==> src/rtl/regfile_sb_if.sv <==
// rtl/regfile_sb_if.sv - issue/writeback bus of the scoreboarded register file
interface regfile_sb_if #(
  parameter int XLEN = 32,
  parameter int NREG = 32,
  parameter int NRD  = 2,
  parameter int NWR  = 2
);
  localparam int AW = $clog2(NREG);

  logic [NRD*AW-1:0]   rd_addr;
  logic [NRD*XLEN-1:0] rd_data;
  logic [NRD-1:0]      rd_ready;
  logic [NWR-1:0]      wr_en;
  logic [NWR*AW-1:0]   wr_addr;
  logic [NWR*XLEN-1:0] wr_data;
  logic                rsv_en;
  logic [AW-1:0]       rsv_addr;
  logic                flush;
  logic [AW:0]         pend_cnt;

  modport master (
    output rd_addr, wr_en, wr_addr, wr_data, rsv_en, rsv_addr, flush,
    input  rd_data, rd_ready, pend_cnt
  );

  modport slave (
    input  rd_addr, wr_en, wr_addr, wr_data, rsv_en, rsv_addr, flush,
    output rd_data, rd_ready, pend_cnt
  );
endinterface

==> src/rtl/regfile_sb.sv <==
// rtl/regfile_sb.sv - multi-port register file with pending scoreboard and write bypass
module regfile_sb #(
  parameter int XLEN = 32,
  parameter int NREG = 32,
  parameter int NRD  = 2,
  parameter int NWR  = 2
) (
  input  logic          clk,
  input  logic          reset,
  regfile_sb_if.slave   bus
);
  localparam int AW = $clog2(NREG);

  logic [XLEN-1:0] regs [NREG];
  logic [NREG-1:0] pending;
  logic [NREG-1:0] pend_nxt;
  logic [AW:0]     cnt_nxt;

  // Later write ports override earlier ones, so the highest matching port bypasses.
  always_comb begin
    for (int i = 0; i < NRD; i++) begin
      logic [AW-1:0]   ra;
      logic [XLEN-1:0] d;
      logic            hit;
      ra  = bus.rd_addr[i*AW +: AW];
      d   = regs[ra];
      hit = 1'b0;
      for (int j = 0; j < NWR; j++) begin
        if (bus.wr_en[j] && bus.wr_addr[j*AW +: AW] == ra) begin
          hit = 1'b1;
          d   = bus.wr_data[j*XLEN +: XLEN];
        end
      end
      if (ra == '0) begin
        d = '0;
      end
      bus.rd_data[i*XLEN +: XLEN] = d;
      bus.rd_ready[i]             = (ra == '0) || !pending[ra] || hit;
    end
  end

  always_comb begin
    pend_nxt = pending;
    for (int j = 0; j < NWR; j++) begin
      if (bus.wr_en[j]) begin
        pend_nxt[bus.wr_addr[j*AW +: AW]] = 1'b0;
      end
    end
    if (bus.rsv_en) begin
      pend_nxt[bus.rsv_addr] = 1'b1;
    end
    if (bus.flush) begin
      pend_nxt = '0;
    end
    pend_nxt[0] = 1'b0;
    cnt_nxt = '0;
    for (int k = 0; k < NREG; k++) begin
      cnt_nxt = cnt_nxt + (AW+1)'(pend_nxt[k]);
    end
  end

  always_ff @(posedge clk or negedge reset) begin
    if (!reset) begin
      for (int k = 0; k < NREG; k++) begin
        regs[k] <= '0;
      end
    end else begin
      for (int j = 0; j < NWR; j++) begin
        if (bus.wr_en[j] && bus.wr_addr[j*AW +: AW] != '0) begin
          regs[bus.wr_addr[j*AW +: AW]] <= bus.wr_data[j*XLEN +: XLEN];
        end
      end
    end
  end

  always_ff @(posedge clk or negedge reset) begin
    if (!reset) begin
      pending      <= '0;
      bus.pend_cnt <= '0;
    end else begin
      pending      <= pend_nxt;
      bus.pend_cnt <= cnt_nxt;
    end
  end
endmodule

==> src/flat_wrapper.sv <==
// flat-port wrapper written by rule: the top's interface ports become plain ports
module regfile_sb_flat 
#(
  parameter int XLEN = 32,
  parameter int NREG = 32,
  parameter int NRD  = 2,
  parameter int NWR  = 2
)
  (clk, reset, bus_rd_addr, bus_wr_en, bus_wr_addr, bus_wr_data, bus_rsv_en, bus_rsv_addr, bus_flush, bus_rd_data, bus_rd_ready, bus_pend_cnt);
  regfile_sb_if #(.XLEN(XLEN), .NREG(NREG), .NRD(NRD), .NWR(NWR)) bus_i ();
  input  logic clk;
  input  logic reset;
  input wire logic [$bits(bus_i.rd_addr)-1:0] bus_rd_addr;
  input wire logic [$bits(bus_i.wr_en)-1:0] bus_wr_en;
  input wire logic [$bits(bus_i.wr_addr)-1:0] bus_wr_addr;
  input wire logic [$bits(bus_i.wr_data)-1:0] bus_wr_data;
  input wire logic [$bits(bus_i.rsv_en)-1:0] bus_rsv_en;
  input wire logic [$bits(bus_i.rsv_addr)-1:0] bus_rsv_addr;
  input wire logic [$bits(bus_i.flush)-1:0] bus_flush;
  output wire logic [$bits(bus_i.rd_data)-1:0] bus_rd_data;
  output wire logic [$bits(bus_i.rd_ready)-1:0] bus_rd_ready;
  output wire logic [$bits(bus_i.pend_cnt)-1:0] bus_pend_cnt;
  assign bus_i.rd_addr = bus_rd_addr;
  assign bus_i.wr_en = bus_wr_en;
  assign bus_i.wr_addr = bus_wr_addr;
  assign bus_i.wr_data = bus_wr_data;
  assign bus_i.rsv_en = bus_rsv_en;
  assign bus_i.rsv_addr = bus_rsv_addr;
  assign bus_i.flush = bus_flush;
  assign bus_rd_data = bus_i.rd_data;
  assign bus_rd_ready = bus_i.rd_ready;
  assign bus_pend_cnt = bus_i.pend_cnt;
  regfile_sb #(.XLEN(XLEN), .NREG(NREG), .NRD(NRD), .NWR(NWR)) u_core (.clk(clk), .reset(reset), .bus(bus_i));
endmodule
==> config.mk <==
export PLATFORM = sky130hd
export DESIGN_NAME = regfile_sb_flat
export DESIGN_NICKNAME = d
export VERILOG_FILES = /design/src/rtl/regfile_sb_if.sv /design/src/rtl/regfile_sb.sv /design/src/flat_wrapper.sv
export SDC_FILE = /design/constraint.sdc
export NUM_CORES = 2
export LEC_CHECK = 0
export ABC_CLOCK_PERIOD_IN_PS = 4950
export BUFFER_PORTS_ARGS = -buffer_cell sky130_fd_sc_hd__buf_2
export CORE_MARGIN = 1.5
export CORE_UTILIZATION = 43
export DETAILED_ROUTE_END_ITERATION = 6
export GPL_ROUTABILITY_DRIVEN = 0
export PLACE_DENSITY_LB_ADDON = 0.3
export SYNTH_ARGS = -nofsm -noshare
export SYNTH_HDL_FRONTEND = slang
export SYNTH_SLANG_ARGS = --single-unit
export TNS_END_PERCENT = 50
==> constraint.sdc <==
create_clock -name clk -period 4.95 [get_ports clk]
set_input_delay 0.7425 -clock clk [delete_from_list [all_inputs] [get_ports clk]]
set_output_delay 0.7425 -clock clk [all_outputs]
set_load 0.005 [all_outputs]
### Word level (Yosys, flattened, before mapping)

Index checks and enable logic that the tools add are counted.
W data, S select, Z words.

* memory bits (read-only): 0
* logic and storage cells: 150
* register bits: 1061
* bits of input ports: 95
* latch bits: 0
* output and inout bits: 72
* memories kept: 0
* bits in writable memories: 0

* multiplexer cells: 38
* eq/ne operators: 4
* $lt $le $gt $ge: 14
* divide/modulo/power cells: 0
* $add $sub $neg: 30
* shifts and indexed selects: 0
* bitwise operators: 9
* multiply operators: 0
* reduce and logical (&&, ||, !) cells: 21

Operators with widths (number)
* $bwmux W1024: 2
* $mux W1024: 2
* $mux W32: 16
* $bmux W32 S5: 2
* $demux W32 S5: 2
* $add A6 B1 Y6: 29
* $and A32 B32 Y32: 2
* $not A32 Y32: 2
* $or A32 B32 Y32: 1
* $lt A5 B6 Y1 const B: 5
* $ge A6 B6 Y1 const B: 4
* $not A5 Y6: 4
* $eq A5 B5 Y1: 4
* $demux W1 S5: 3
* $ge A5 B1 Y1 const B: 3
* $lt A6 B1 Y1 const B: 2
* $logic_and A1 B1 Y1: 11
* $bmux W1 S5: 2
* $logic_not A5 Y1: 2
* $reduce_bool A5 Y1: 2
* $mux W1: 9
* $logic_or A1 B1 Y1: 4
* $add A1 B1 Y2: 1
* $logic_not A1 Y1: 2

### Depth between registers and ports, before layout

* word-level depth: 42
* depth in mapped cells: 25
* gate-level depth less buffers: 22

### Worst setup path before layout

No wires, ideal clock.

* path type: input -> register
* start point: input bus_wr_addr[2]
* end point: register u_core.bus.pend_cnt[4]
* library setup time: 80 ps
* setup slack: -1609 ps
* buffers on the path: 2
* stages on the path: 23
* required time: 4870 ps
* data arrival time: 6479 ps
* cells stage by stage: or3_1 -> clkbuf_1 -> nor2_1 -> nand2_1 -> clkbuf_1 -> a32oi_1 -> nor2_1 -> ha_1 -> inv_1 -> fa_1 -> fa_1 -> inv_1 -> fa_1 -> fa_1 -> fa_1 -> inv_1 -> fa_1 -> inv_1 -> ha_1 -> fa_1 -> a21o_1 -> a21oi_1 -> xnor2_1

* word-level cells in the longest chain between the ends: 42
* elaborated cells on any way between the ends: 43
* those cells by class: add/sub (30); order compare (2); mux (6); bitwise (4); reduce/logical (1)

Ends and longest elaborated chain
* start: declaration: line flat_wrapper.sv:15 `input wire logic [$bits(bus_i.wr_addr)-1:0] bus_wr_addr;`
* $lt A5 B6 Y1 (not written as such) or $ge A5 B1 Y1 (tied branches): line regfile_sb.sv:46 `pend_nxt[bus.wr_addr[j*AW +: AW]] = 1'b0;`
* $logic_and A1 B1 Y1 (not written as such): line regfile_sb.sv:46
* $mux W1 (not written as such): line regfile_sb.sv:46
* $demux W1 S5 (*)
* $not A32 Y32 (no source line) (*)
* $and A32 B32 Y32 (no source line) (*)
* $mux W32 (*): line regfile_sb.sv:45 `if (bus.wr_en[j]) begin`
* $and A32 B32 Y32 (no source line)
* $mux W32 (*): line regfile_sb.sv:45
* $or A32 B32 Y32 (no source line)
* $mux W32 (*): line regfile_sb.sv:49 `if (bus.rsv_en) begin`
* $mux W32 (*): line regfile_sb.sv:52 `if (bus.flush) begin`
* named net u_core.pend_nxt[1]: line regfile_sb.sv:16 `logic [NREG-1:0] pend_nxt;`
* $add A1 B1 Y2 (*): line regfile_sb.sv:58 `cnt_nxt = cnt_nxt + (AW+1)'(pend_nxt[k]);`
* $add A6 B1 Y6 (*) (29 in series): line regfile_sb.sv:58
* named net u_core.cnt_nxt[4]: line regfile_sb.sv:17 `logic [AW:0] cnt_nxt;`
* end signal: assignment: line regfile_sb.sv:82 `bus.pend_cnt <= cnt_nxt;`
* end: declaration: line regfile_sb_if.sv:28 `output rd_data, rd_ready, pend_cnt`

The timed path passes the listed nets; every way through them passes the cells marked *.

### Worst setup path after layout

Same ends and word-level chain as after synthesis.

==> flow_metrics.env <==
export IMPL_coreArea_um2=156000
export IMPL_portBuffers=166
export IMPL_grt_pass1_wl_mm=433
export IMPL_syn_nets=6747
export IMPL_setup_ws_ns=-0.506
export IMPL_grt_overflow=0
export IMPL_leakage_nw=30.8
export IMPL_std_cell_rows=145
export IMPL_first_pass_iters=7
export IMPL_dpl_instance_area_um2=71600
export IMPL_final_cell_area_um2=75900
export IMPL_async_reset_ff_share_pct=100
export IMPL_crit_chain="buf_6 > or3_4 > nor2_4 > nand2_2 > a32oi_1 > nor2_1 > ha_1 > inv_2 > fa_1 > fa_1 > inv_1 > fa_1 > fa_1 > fa_1 > inv_2 > fa_1 > inv_2 > ha_4 > fa_2 > a21o_1 > a21oi_2 > xnor2_1"
export IMPL_fmax_mhz=183
export IMPL_mostFrequentLayoutCell="dfrtp_1"
export IMPL_initial_core_util_pct=43.3
export IMPL_finalSetupViolations=5
export IMPL_critPathRequiredTime_ns=5.64
export IMPL_drive_gt1_share_pct=20.8
export IMPL_synthToLayoutAreaGrowth_pct=12.3
export IMPL_maxSlewHeadroom_pct=4.12
export IMPL_outcome="finished with violations"
export IMPL_mostFrequentLayoutCells="dfrtp_1 (1061), mux2i_1 (950), nand2_1 (597)"
export IMPL_synthSimpleGateAreaFrac_pct=8.92
export IMPL_yosysSeqAreaShare_pct=39.3
export IMPL_hold_path_class="in -> async"
export IMPL_clkLatencyLatePin_ns=0.81
export IMPL_die_area_um2=160000
export IMPL_cts_buffer_depth=3
export IMPL_preCtsSetupSlack_ns=-1.41
export IMPL_routedWlPerCell_um=35.6
export IMPL_routed_via_density=6.99
export IMPL_antenna_found_initial=44
export IMPL_clock_sinks=1061
export IMPL_slew_violations=0
export IMPL_synth_top_family_by_area="multiplexers"
export IMPL_dp_hpwl_mm=183
export IMPL_grt_usage_pct=37.9
export IMPL_violations="DRC, hold timing, setup timing"
export IMPL_cts_buffers=118
export IMPL_r2r_cells=18
export IMPL_num_vias=60200
export IMPL_worstSetupPathType="in -> reg"
export IMPL_cts_root_buf="clkbuf_16"
export IMPL_synth_compound_area_share_pct=16.5
export IMPL_synth_fa_ha_area_share_pct=0.848
export IMPL_synth_flop_cell="dfrtp_1"
export IMPL_crit_top_cell="fa_1"
export IMPL_syn_cell_area_um2=67600
export IMPL_cts_tree="done"
export IMPL_crit_arrival_ns=6.14
export IMPL_synth_mux_area_share_pct=28.4
export IMPL_die_y_um=399
export IMPL_critical_path_max_stage_delay_ns=0.53
export IMPL_drc=1
export IMPL_nNetsFinal=6559
export IMPL_end_kind="register"
export IMPL_die_w_um=399
export IMPL_power_density_nw_per_um2=392
export IMPL_period_minus_slack_ns=5.46
export IMPL_rsz0062_at_grt="true"
export IMPL_cpMaxStageDelayCell="fa_1"
export IMPL_io_pins=167
export IMPL_finalClockSkew_ns=0.0509
export IMPL_synth_seq_cells=1061
export IMPL_wl_mm=307
export IMPL_peakVddDrop_mv=0.315
export IMPL_clk_pin_slew_ns=0.06
export IMPL_holdWs_ns=-0.0265
export IMPL_period_share_pct=110
export IMPL_critPathLaunchType="input pin"
export IMPL_path_depth=22
export IMPL_htree_levels=3
export IMPL_grt_pass1_vias=57800
export IMPL_synth_edf_count=0
export IMPL_yosysUniqueCellTypes=62
export IMPL_finalHoldViolations=9
export IMPL_ys_warnings_count=0
export IMPL_synth_xor_area_share_pct=0.298
export IMPL_cp_buffers_inverters=5
export IMPL_ant_nets=0
export IMPL_grt_max_degree=119
export IMPL_tightestPinTransition_ns=1.44
export IMPL_drt_iter0_drc=9383
export IMPL_syn_inst=6620
export IMPL_cap_violations=0
export IMPL_cpLargestDelayFamily="adder cells"
export IMPL_crit_fanout=3
export IMPL_syn_avg_cell_area_um2=10.2
[path summary, 6_finish.rpt]
| check | startpoint | end | slack, ns |
|---|---|---|---|
| min reg2reg | u_core.regs[1022] | u_core.regs[1022] | 0.40 |
| min | reset | u_core.regs[154] | -0.03 |
| min in group clk | bus_flush | u_core.pending[2] | 0.33 |
| max in group asynchronous | reset | u_core.regs[40] | 3.63 |
| max | bus_wr_addr[2] | u_core.bus.pend_cnt[4] | -0.51 |
| max reg2reg | u_core.pending[1] | u_core.bus.pend_cnt[4] | -0.23 |
[cells in the mapped netlist (all sizes together) (71+ instances only)]
master	n	area, µm²
clkbuf	625	2370
mux4	406	9140
nor2	638	2410
nand2	626	2350
o221ai	139	1220
dfrtp	1061	26600
buf	256	1380
a32oi	178	1560
mux2i	950	9510
a211oi	71	533
o21ai	407	2040
a21oi	584	2920
[layer usage]
layer | global-route usage [%] | routed length, µm
met1 | 46.5 | 108000
met3 | 14.8 | 43800
met4 | 28.4 | 27200
met2 | 53.8 | 128000
met5 | 0.757 | 235
[stage by stage]
stage	total power, mW	TNS (ns)	utilization (%)	instances
CTS	29.5	-1.75	48.6	8590
finish	29.8	-2.00	48.6	8620
floorplan	17.4	-6.20	-	6620
global placement	19.7	-7.00	45.9	8365
global route	30.8	-2.67	48.6	8600
detailed placement	20.0	-7.18	45.9	8365
[state kept, by name, indices dropped and copies added (netlist names)]
name,flops
u_core.bus.pend_cnt,6
u_core.pending,31
u_core.regs,1024
[cell families after synthesis]
group,count (synthesis)
adder cells (fa/ha/maj),32
flip-flops,1061
AO/OA/AOI/OAI,1721
XOR/XNOR,23
buffers and inverters,918
AND/OR/NAND/NOR,1462
multiplexers,1403
[where the power goes]
group | internal (mW) | switching (mW)
registers | 10.8 | 1.77
clock network | 5.54 | 4.06
logic | 3.84 | 3.73
[layout make-up]
| class | count | area, µm² |
|---|---|---|
| well taps | 2058 | 2570 |
| diodes | 28 | 70.1 |
| repair buffers | 573 | 4650 |
| flip-flops and latches | 1061 | 26600 |
| inverters | 37 | 139 |
| multi-input cells | 4641 | 37700 |
| clock buffers | 178 | 3570 |
| fillers | 14000 | 80200 |
| clock inverters | 44 | 576 |
[timing repair]
action,in CTS,in global routing
pin swaps,11,1
gates resized for setup,14,4
setup buffers,3,2
endpoints found under the setup margin,5,5
hold buffers,0,0
hold endpoints to repair,0,0
(Power assumes the default switching activity.)
